[src/rtl/tick_gen_pkg.sv]
// -----------------------------------------------------------------------------
// tick_gen_pkg
//   Shared defaults for the tick generator slice.
//   CNT_W_DEF       : default counter/divisor width
//   DEFAULT_DIV_DEF : default divisor loaded at reset
//   NUM_CH_MAX      : largest supported channel count
//   sel_w()         : width of a channel-select field (never below 1 bit)
// -----------------------------------------------------------------------------
package tick_gen_pkg;

  localparam int CNT_W_DEF       = 28;
  localparam int DEFAULT_DIV_DEF = 100000;
  localparam int NUM_CH_MAX      = 8;

  function automatic int sel_w(input int n);
    return (n > 1) ? $clog2(n) : 1;
  endfunction

endpackage

[src/rtl/tick_gen_chan.sv]
// -----------------------------------------------------------------------------
// tick_gen_chan
//   One programmable tick channel. Counts events from 0 up to div; the event
//   on which cnt==div is a wrap: cnt returns to 0, tick pulses for one cycle
//   and sq toggles. A load rewrites div, restarts cnt and swallows any wrap
//   that would have happened on the same edge.
//
//   Ports
//     clk      : clock, rising edge
//     rst_n    : asynchronous active-low reset
//     evt      : count event for this cycle
//     load     : divisor load strobe for this channel
//     load_div : new divisor value
//     wrap     : combinational wrap strobe (feeds the next channel in cascade)
//     tick     : registered one-cycle pulse after each wrap
//     sq       : registered square wave, toggles on each wrap
// -----------------------------------------------------------------------------
module tick_gen_chan #(
  parameter int CNT_W       = tick_gen_pkg::CNT_W_DEF,
  parameter int DEFAULT_DIV = tick_gen_pkg::DEFAULT_DIV_DEF
) (
  input  logic             clk,
  input  logic             rst_n,
  input  logic             evt,
  input  logic             load,
  input  logic [CNT_W-1:0] load_div,
  output logic             wrap,
  output logic             tick,
  output logic             sq
);

  localparam logic [CNT_W-1:0] DIV_RST = CNT_W'(DEFAULT_DIV);

  logic [CNT_W-1:0] cnt;
  logic [CNT_W-1:0] div;

  // A load on the same edge wins over a wrap, so it also hides the strobe
  // from any downstream channel.
  assign wrap = evt && !load && (cnt == div);

  // cnt never exceeds div while counting, so cnt+1 cannot overflow CNT_W.
  always_ff @(posedge clk or negedge rst_n) begin
    if (!rst_n) begin
      cnt  <= '0;
      div  <= DIV_RST;
      tick <= 1'b0;
      sq   <= 1'b0;
    end else begin
      tick <= wrap;
      sq   <= sq ^ wrap;
      if (load) begin
        div <= load_div;
        cnt <= '0;
      end else if (evt) begin
        cnt <= wrap ? '0 : cnt + 1'b1;
      end
    end
  end

endmodule

[src/rtl/tick_gen.sv]
// -----------------------------------------------------------------------------
// tick_gen
//   NUM_CH independent (or cascaded) programmable tick channels with a shared
//   divisor-load port. Every channel resets to DEFAULT_DIV.
//
//   Build option: define TICK_GEN_CASCADE_EN to chain the channels -- channel
//   0 counts clk cycles (gated by en) and channel k>0 counts the same-cycle
//   wrap strobe of channel k-1, so cascaded ticks coincide with the upstream
//   tick. Without it every channel counts enabled clk cycles.
//
//   Ports
//     clk      : clock, rising edge
//     rst_n    : asynchronous active-low reset
//     en       : global count enable (freezes cnt/sq and blocks ticks when 0)
//     load     : one-cycle divisor-load strobe
//     load_ch  : channel addressed by load; out-of-range indices are ignored
//     load_div : new divisor value
//     tick     : per-channel registered one-cycle pulse
//     sq       : per-channel registered square wave
//
//   NUM_CH must lie in 1..NUM_CH_MAX.
// -----------------------------------------------------------------------------
module tick_gen
  import tick_gen_pkg::*;
#(
  parameter int NUM_CH      = 2,
  parameter int CNT_W       = CNT_W_DEF,
  parameter int DEFAULT_DIV = DEFAULT_DIV_DEF
) (
  input  logic                      clk,
  input  logic                      rst_n,
  input  logic                      en,
  input  logic                      load,
  input  logic [sel_w(NUM_CH)-1:0]  load_ch,
  input  logic [CNT_W-1:0]          load_div,
  output logic [NUM_CH-1:0]         tick,
  output logic [NUM_CH-1:0]         sq
);

  logic [NUM_CH-1:0] evt;
  logic [NUM_CH-1:0] ld;
  logic [NUM_CH-1:0] wrap;

  // The last channel's strobe (all strobes in independent mode) has no consumer.
  logic unused_wrap;
  assign unused_wrap = ^wrap;

  for (genvar k = 0; k < NUM_CH; k++) begin : g_ch
    // Equality against k also rejects load_ch >= NUM_CH.
    assign ld[k] = load && (int'(load_ch) == k);

`ifdef TICK_GEN_CASCADE_EN
    if (k == 0) begin : g_src
      assign evt[k] = en;
    end else begin : g_src
      // Upstream wrap already implies en=1, so the chain freezes with en.
      assign evt[k] = wrap[k-1];
    end
`else
    assign evt[k] = en;
`endif

    tick_gen_chan #(
      .CNT_W       (CNT_W),
      .DEFAULT_DIV (DEFAULT_DIV)
    ) u_chan (
      .clk      (clk),
      .rst_n    (rst_n),
      .evt      (evt[k]),
      .load     (ld[k]),
      .load_div (load_div),
      .wrap     (wrap[k]),
      .tick     (tick[k]),
      .sq       (sq[k])
    );
  end

endmodule

[config.mk]
export PLATFORM = sky130hd
export DESIGN_NAME = tick_gen
export DESIGN_NICKNAME = d
export VERILOG_FILES = /design/src/rtl/tick_gen_pkg.sv /design/src/rtl/tick_gen_chan.sv /design/src/rtl/tick_gen.sv
export SDC_FILE = /design/constraint.sdc
export NUM_CORES = 1
export LEC_CHECK = 0
export BUFFER_PORTS_ARGS = -buffer_cell sky130_fd_sc_hd__buf_4
export CAP_MARGIN = 25
export CORE_MARGIN = 2
export CORE_UTILIZATION = 37
export DETAILED_ROUTE_END_ITERATION = 10
export GPL_TIMING_DRIVEN = 1
export SLEW_MARGIN = 20
export SYNTH_ARGS = -nofsm -noshare
export SYNTH_HDL_FRONTEND = slang
export SYNTH_SLANG_ARGS = --single-unit
[constraint.sdc]
create_clock -name clk -period 3.6 [get_ports clk]
set_input_delay 0.54 -clock clk [delete_from_list [all_inputs] [get_ports clk]]
set_output_delay 0.54 -clock clk [all_outputs]
set_load 0.005 [all_outputs]
Word-level counts from Yosys, hierarchy flattened
Index checks and enable logic that the tools add are counted.
- reductions and logical operators: 10
- add/sub/neg operators: 2
- eq/ne operators: 2
- mux-type cells: 6
- bitwise gates (word level): 3
- operators with widths (kind ; count):
    $mux W28 ; 6
    $add A28 B1 Y28 const B ; 2
    $eq A28 B28 Y1 ; 2
    $logic_and A1 B1 Y1 ; 6
    $reduce_bool A2 Y1 ; 2
    $logic_not A1 Y1 ; 2
    $xor A1 B1 Y1 ; 2
    $not A1 Y1 ; 1
- register bits after elaboration: 116
- logic and storage cells: 31
- output and inout port bits: 4
- bits of input ports: 33

Depth between registers and ports, before layout
Gate-level depths: netlist of the first run.
- depth in word-level cells: 8
- gate-level depth with buffers: 9
- gate-level depth less buffers: 7

Cells and area by module
From an unflattened synthesis of the first run, not the netlist that was laid out.
- cell total of the unflattened synthesis: 564
- area total of the unflattened synthesis: 6047.0 um^2
- by module, submodules not included (module ; instances ; area an instance (um^2) ; cells an instance):
    tick_gen_chan at g_ch[1].u_chan ; 1 ; 3059.2 ; 282
    tick_gen_chan at g_ch[0].u_chan ; 1 ; 2971.6 ; 280
    tick_gen ; 1 ; 16.3 ; 2

Worst setup path before layout of the first run
Ideal clock, no wire load.
- kind: reg-to-reg
- from: reg g_ch[0].u_chan.cnt[0]
- to: reg g_ch[0].u_chan.cnt[22]
- buffers on the path: 0
- data required time: 3.474 ns
- setup slack: 1.623 ns
- period minus slack after synthesis: 1.977 ns
- cell stages (with the launch flop): 8
- library setup time: 0.126 ns
- arrival: 1.851 ns
- path through: dfrtp_1 > ha_1 > nand3_4 > nor2_4 > nand3_2 > or4_4 > and3_1 > a221o_1
- cells in the longest elaborated chain, start to end: 5
- ends and longest elaborated chain (what ; line ; source):
    start, declared ; tick_gen_chan.sv:34 ; logic [CNT_W-1:0] cnt;
    start signal, assigned ; tick_gen_chan.sv:55 ; cnt <= wrap ? '0 : cnt + 1'b1;
    branches (longest 2 deep; another with $add A28 B1 Y28) ; n/a ;
    $mux W28 (*) ; tick_gen_chan.sv:55 ;
    $mux W28 (*) ; tick_gen_chan.sv:54 ; end else if (evt) begin
    $mux W28 (*) ; tick_gen_chan.sv:51 ; if (load) begin
Every way passes the cells marked *. The select of a mux whose other input is x is not followed.
A chain may end at the register's enable or synchronous reset.

Worst setup path after layout of the first run
- from: reg g_ch[1].u_chan.cnt[23]
- to: reg g_ch[1].u_chan.cnt[13]
- cells in the longest elaborated chain, start to end: 5
- ends and longest elaborated chain (what ; line ; source):
    start, declared ; tick_gen_chan.sv:34 ;
    start signal, assigned ; tick_gen_chan.sv:55 ;
    $eq A28 B28 Y1 ; tick_gen_chan.sv:39 ; assign wrap = evt && !load && (cnt == div);
    $logic_and A1 B1 Y1 ; tick_gen_chan.sv:39 ;
    $mux W28 ; tick_gen_chan.sv:55 ;
    $mux W28 ; tick_gen_chan.sv:54 ;
    $mux W28 ; tick_gen_chan.sv:51 ;
Every way passes these cells. The select of a mux whose other input is x is not followed.

==> impl_results.md, run 1 <==
* Final Cycle Share at 0.680
* FFs w/ async S/R, synth at 1.00
* Worst clock skew at 7.82 ps
* Delay-heaviest family, CP: simple AND/OR/NAND/NOR gates
* Post-synthesis sequential area ratio at 0.474
* Seq pwr share at 0.392
* Max incr delay on CP at 470 ps
* MaxCap Viol Count at 0
* Initial antenna violation count at 0
* Critical path required time at 3910 ps
* Buffers on Ports at 36
* N_diodes at 0
* Core area at 16400 sq um
* # hold bufs at CTS at 0
* Post-Synthesis Cells at 580
* Synth-to-layout area growth at 18.5%
* Slew headroom at 0.444
* FF-to-FF End: g_ch[1].u_chan.cnt[13]
* Final worst path period need at 2450 ps
* GPL Wtd Cong at 0.837
* Syn Nets at 615
* Global-route wire length before repair at 23.7 mm
* Die Ht at 133 um
* H-tree depth at 4
* IO Count at 37
* Post-synth EDFFs at 0
* Power Density at 534 nW/um^2
* Synthesized area at 6160 sq um
* Syn Area/Cell at 10.6 sq um
* DRC at 0
* Critical path peak fanout at 22
* Slowest stage cell, crit path: dfrtp_1
* Final hold vios at 0
* Setup crit start kind: register
* Cts bufs inserted at 17
* Switching Share at 0.225
* Yosys warning count at 0
* First-pass DRT Iterations at 5
* Synth cell types at 56
* Vias in the first global route at 4370
* Total grt overflow at 0
* Antenna-violating nets left at 0
* Chip width at 133 um
* Layout cells sized above 1 at 0.262
* Vias post-DR at 4543
* Internal power at 3020 uW
* R2r setup slk at 1150 ps
* CP arrival at 2750 ps
* CTS Sinks at 116
* First DRT Iteration DRCs at 558
* Commonest non-fill, non-tap cell in the layout: dfrtp_1
* Clock latency at the later pin of the worst-skew pair at 420 ps
* CTS tree: built
* Setup Fix Bufs, Post-CTS at 0
* P_leak at 0.00304 uW
* WL per Instance at 17.4 um
* Design area at 7290 sq um
* Combinational share of power at 0.102
* Via-per-instance ratio at 5.39
* Worst vdd ir at 374 uV
* Sw Pwr at 876 uW
* F_max at 408 MHz
* Slew @ Worst Pin at 834 ps
* Worst reg2reg path depth at 7
* Max-slew violations at 0
* Final Setup Violations at 0
* Critical path, cell by cell: xnor2_1, nand4_1, nor4_4, a21oi_2, buf_4, and3_1, a221o_1
* Resized Gates After CTS at 0
* Reg clk slew, reported paths at 50 ps
* Largest net degree at the start of global routing at 64
* Root buf cell: clkbuf_16
* Worst min-delay path category: in -> async
* RSZ-0062 raised after global routing: false
* Synth Flop Type: dfrtp_1
* Status: complete, no violations
* Setup crit start: g_ch[1].u_chan.cnt[23]
* Routed WL at 14.7 mm
* Clk pwr share at 0.506
* Placed Instance Area at 6590 sq um
* Fillers at 1488
* Post-DP HPWL at 10.4 mm
* Critical path depth at 7
* Rows at 47
* Critical path capture point type: register
* Sum Neg Setup Slack at 0 ps
* Crit Path Class: reg -> reg
* CP Buf/Inv Count at 1
* Max Buffers Root-to-Sink at 2
* FF+latch count, synth at 116
* R2r startpoint: g_ch[1].u_chan.cnt[23]
* Final nets at 645
* Commonest cells after routing, fill and taps aside: 104 x dfrtp_1, 66 x nand2_1, 56 x mux2_2
* Tot GR Track Use at 0.175
* Starting Density at 0.375
* Die ar. at 17700 sq um
-- per-stage QoR --
| step | util | hold WS (ps) | setup WS (ps) | instances | total power [uW] |
|---|---|---|---|---|---|
| after global routing | 0.445 | 286 | 980 | 843 | 4060 |
| after global placement | 0.402 | 458 | 1070 | 811 | 1940 |
| final | 0.445 | 227 | 1150 | 843 | 3900 |
| after detailed placement | 0.402 | 461 | 1050 | 811 | 1950 |
| after floorplan | - | 244 | 1620 | 580 | 1790 |
| after CTS | 0.444 | 246 | 1070 | 843 | 3940 |
-- registers in the layout, indices dropped and copies added, names as in the netlist --
register / count
g_ch.u_chan.sq: 2
g_ch.u_chan.tick: 2
g_ch.u_chan.div: 56
g_ch.u_chan.cnt: 56
-- routing by layer --
metal  global-route usage  up-vias  routed length (um)
met4               0.0699        0                 265
met3               0.0444       19                 681
li1                     -     2159                   -
met2                0.246      136                6440
met5                    0        -                   0
met1                0.256     2229                7300
-- Yosys cell counts (3+ instances only) --
master	n	area, sq um
dfstp_2	12	315
a21oi_1	11	55.1
buf_2	11	55.1
buf_6	3	33.8
mux2_2	56	631
clkbuf_1	10	37.5
and4_1	3	26.3
dfrtp_1	104	2600
nand2b_1	4	25.0
nor2b_1	5	31.3
nor3_1	11	55.1
and3_1	21	131
o21ai_0	15	75.1
nand3_1	37	185
o21a_1	5	37.5
and2_1	6	37.5
a221o_1	12	120
a31oi_1	5	31.3
nor4_1	3	18.8
nand2_1	66	248
xor2_1	6	52.6
a22o_1	4	35.0
xnor2_1	52	455
o311ai_1	12	105
buf_4	8	60.1
nor2_1	25	93.8
mux2i_1	4	40.0
inv_1	8	30.0
nand4_1	19	119
-- cells by family after synthesis --
group                      count (synthesis)  synth area share
AOI/OAI and AO/OA                         80            0.0961
xor gates and xnor gates                  58            0.0825
adders and majority gates                  2           0.00406
buffers and inverters                     41            0.0358
DFF                                      116             0.474
muxes                                     60             0.109
and+or+nand+nor                          223             0.199
-- cell type report --
type / count / area [sq um] / share of cell area
clock inverter: 9 / 195 / 0.0268
tap: 220 / 275 / 0.0377
multi-input combinational: 423 / 3040 / 0.417
sequential: 116 / 2920 / 0.400
clock buffer: 23 / 498 / 0.0683
timing repair buffer: 43 / 335 / 0.0460
inverter: 9 / 33.8 / 0.00463
-- how the worst max path moves through the flow --
stage / slack (ps) / to
floorplan: 1620 / g_ch[0].u_chan.cnt[22]
global placement: 1070 / g_ch[0].u_chan.cnt[9]
detailed placement: 1050 / g_ch[0].u_chan.cnt[9]
CTS: 1070 / g_ch[0].u_chan.cnt[9]
global route: 980 / g_ch[0].u_chan.cnt[9]
finish: 1150 / g_ch[1].u_chan.cnt[13]
-- power groups by stage --
| stage | clock (uW) | sequential, uW | combinational (uW) |
|---|---|---|---|
| global route | 2080 | 1550 | 435 |
| finish | 1970 | 1530 | 397 |
| detailed placement | 0 | 1550 | 395 |
| floorplan | 0 | 1520 | 272 |
| global placement | 0 | 1550 | 388 |
| CTS | 2010 | 1530 | 398 |
(Power assumes the default switching activity.)
==> run 2: changes to the inputs <==
ABC_AREA = 1   (was default)
clock period = 2.15 ns   (was 3.6 ns; I/O delays follow)
==> impl_results.md, run 2 <==
* Post-synth EDFFs at 0 (unchanged)
* Vias in the first global route at 6010 (+38%)
* Fillers at 2058 (+38%)
* # hold bufs at CTS at 1 (+1)
* Synth cell types at 29 (-48%)
* Top cells by area, synth: dfrtp_1 35%, nand2_1 23%, inv_1 7.2%
* Initial antenna violation count at 0 (unchanged)
* Power Density at 751 nW/um^2 (+41%)
* First-pass DRT Iterations at 5 (unchanged)
* Post-DP HPWL at 13.4 mm (+29%)
* Core area at 19500 sq um (+19%)
* Rows at 51 (+8.5%)
* Placed Cells incl. Taps at 1355 (+67%)
* Final Cycle Share at 0.855 (+0.175)
* Chip width at 145 um (+9.1%)
* Most frequent CP cell: nand2_1
* Yosys top cell by area: dfrtp_1
* FFs w/ async S/R, synth at 1.00 (unchanged)
* Layout Cells excl Fill at 1388 (+65%)
* Yosys warning count at 0 (unchanged)
* Total grt overflow at 0 (unchanged)
* Final nets at 1145 (+78%)
* Setup Fix Bufs, Post-CTS at 0 (unchanged)
* Critical path peak fanout at 7 (-68%)
* MaxCap Viol Count at 0 (unchanged)
* Synth Flop Type: dfrtp_1
* Tot GR Track Use at 0.185 (+0.00982)
* Worst min-delay path category: in -> reg
* Share of the synthesized area in the top cell type at 0.354 (-0.0693)
* Syn Area/Cell at 6.82 sq um (-36%)
* F_max at 544 MHz (+33%)
* Max-slew violations at 0 (unchanged)
* Status: complete, no violations
* Post-synthesis sequential area ratio at 0.396 (-0.0777)
* Starting Density at 0.377 (+0.00183)
* CP arrival at 2150 ps (-600 ps)
* Top Registers: g_ch.u_chan.cnt: 56 flops, g_ch.u_chan.div: 56 flops
* Resized Gates After CTS at 0 (unchanged)
* Max incr delay on CP at 460 ps (about the same)
* Reg clk slew, reported paths at 60 ps (about the same)
* Syn Nets at 1115 (+81%)
* Clock latency at the later pin of the worst-skew pair at 430 ps (about the same)
* Multi-input logic area at 3680 sq um (+21%)
* Global-route wire length before repair at 31.1 mm (+31%)
* Die ar. at 21000 sq um (+19%)
* Critical path capture point type: register
* Commonest non-fill, non-tap cell in the layout: nand2_1
* Synth top cells by count: 449 x nand2_1, 141 x inv_1, 104 x dfrtp_1
* Slew headroom at 0.606 (+0.162)
* Routed WL at 18.8 mm (+28%)
* Worst vdd ir at 559 uV (+50%)
* Via-per-instance ratio at 4.69 (-13%)
* N_diodes at 0 (unchanged)
* Buffers on Ports at 36 (unchanged)
* Root buf cell: clkbuf_16
* Final Setup Violations at 0 (unchanged)
* Max Buffers Root-to-Sink at 2 (unchanged)
* Min Hold Slack at 109 ps (-117 ps)
* IO Count at 37 (unchanged)
* FF+latch count, synth at 116 (unchanged)
* Worst clock skew at 10.6 ps (+2.76 ps)
* DRC at 0 (unchanged)
* Final hold vios at 0 (unchanged)
* Synth-to-layout area growth at 15.8%
* Critical path, cell by cell: ha_1, nand2_1, nor2_4, nand3_1, nor2_1, nand2_1, nand2_1, nand2_1, nand3_1, nand2_1
* Final worst path period need at 1840 ps (-610 ps)
* Sum Neg Setup Slack at 0 ps (unchanged)
* GPL Wtd Cong at 0.834 (-0.43%)
* Register area at 2920 sq um (unchanged)
* Post-Synthesis Cells at 1080 (+86%)
* Critical path required time at 2460 ps (-1450 ps)
* WL per Instance at 13.5 um (-22%)
* P_leak at 0.00431 uW (+42%)
* Crit Path Class: reg -> reg
* Die Ht at 145 um (+9.1%)
* Slew @ Worst Pin at 590 ps (-243 ps)
* CTS Sinks at 116 (unchanged)
* Commonest cells after routing, fill and taps aside: 449 x nand2_1, 141 x inv_1, 104 x dfrtp_1
* First DRT Iteration DRCs at 493 (-12%)
* H-tree depth at 4 (unchanged)
* Setup crit start kind: register
* Synthesized area at 7360 sq um (+20%)
* Vias post-DR at 6507 (+43%)
* Antenna-violating nets left at 0 (unchanged)
* Layout cells sized above 1 at 0.126 (-0.136)
* RSZ-0062 raised after global routing: false
* Largest net degree at the start of global routing at 40 (-38%)
* CTS tree: built
* R2r setup slk at 310 ps (-840 ps)
* Slowest stage cell, crit path: dfrtp_1
* Cts bufs inserted at 17 (unchanged)
* Count leader, synth: nand2_1
run 2: cell type report:
cell class / count / area share
multi-input cells: 780 / 0.431
flip-flops and latches: 116 / 0.342
inverters: 146 / 0.0643
clock buffers: 22 / 0.0544
repair buffers: 49 / 0.0478
well taps: 265 / 0.0389
clock inverters: 10 / 0.0210
run 2: worst paths after layout:
check	from	to	cells after the start
max in group asynchronous	rst_n	g_ch[0].u_chan.div[16]	3
hold reg to reg	g_ch[0].u_chan.sq	g_ch[0].u_chan.sq	2
hold / removal	load_div[17]	g_ch[1].u_chan.div[17]	3
setup reg to reg	g_ch[0].u_chan.cnt[1]	g_ch[0].u_chan.cnt[22]	10
min in group asynchronous	rst_n	g_ch[0].u_chan.cnt[0]	2
setup / recovery	g_ch[0].u_chan.cnt[1]	g_ch[0].u_chan.cnt[22]	10
run 2: metrics by stage:
step | utilization | cell area, sq um | setup WS, ps | power [uW]
floorplan | - | 7360 | 609 | 3010
global placement | 0.403 | 7880 | 315 | 3280
detailed placement | 0.403 | 7880 | 313 | 3290
CTS | 0.437 | 8530 | 306 | 6440
global route | 0.437 | 8530 | 96.6 | 6710
finish | 0.437 | 8530 | 311 | 6410
run 2: kinds of logic (layout without fill, tap and decap cells):
group	count (synthesis)	count (layout)	synth area share
buffers and inverters	184	227	0.105
adders and majority gates	2	2	0.00340
DFF	116	116	0.396
AOI/OAI and AO/OA	58	58	0.0394
and+or+nand+nor	668	668	0.394
xor gates and xnor gates	52	52	0.0619
run 2: worst max-delay path, delay by kind of cell, from the launching register on:
kind	cells	cell delay [ps]
simple gates	9	1040
flops	1	460
fa+ha+maj	1	220
run 2: power by group:
group          total [uW]  internal, uW  switching (uW)
logic                 760           292             467
registers            2500          2360             134
clock network        3150          2110            1040
total                6410          4770            1640
run 2: metal layers:
layer,part of all wire,global-route usage,vias to the layer above
met3,0.053,0.0390,15
met5,0,0,-
met2,0.42,0.270,151
met1,0.52,0.276,3004
li1,-,-,3337
met4,0.011,0.0505,0
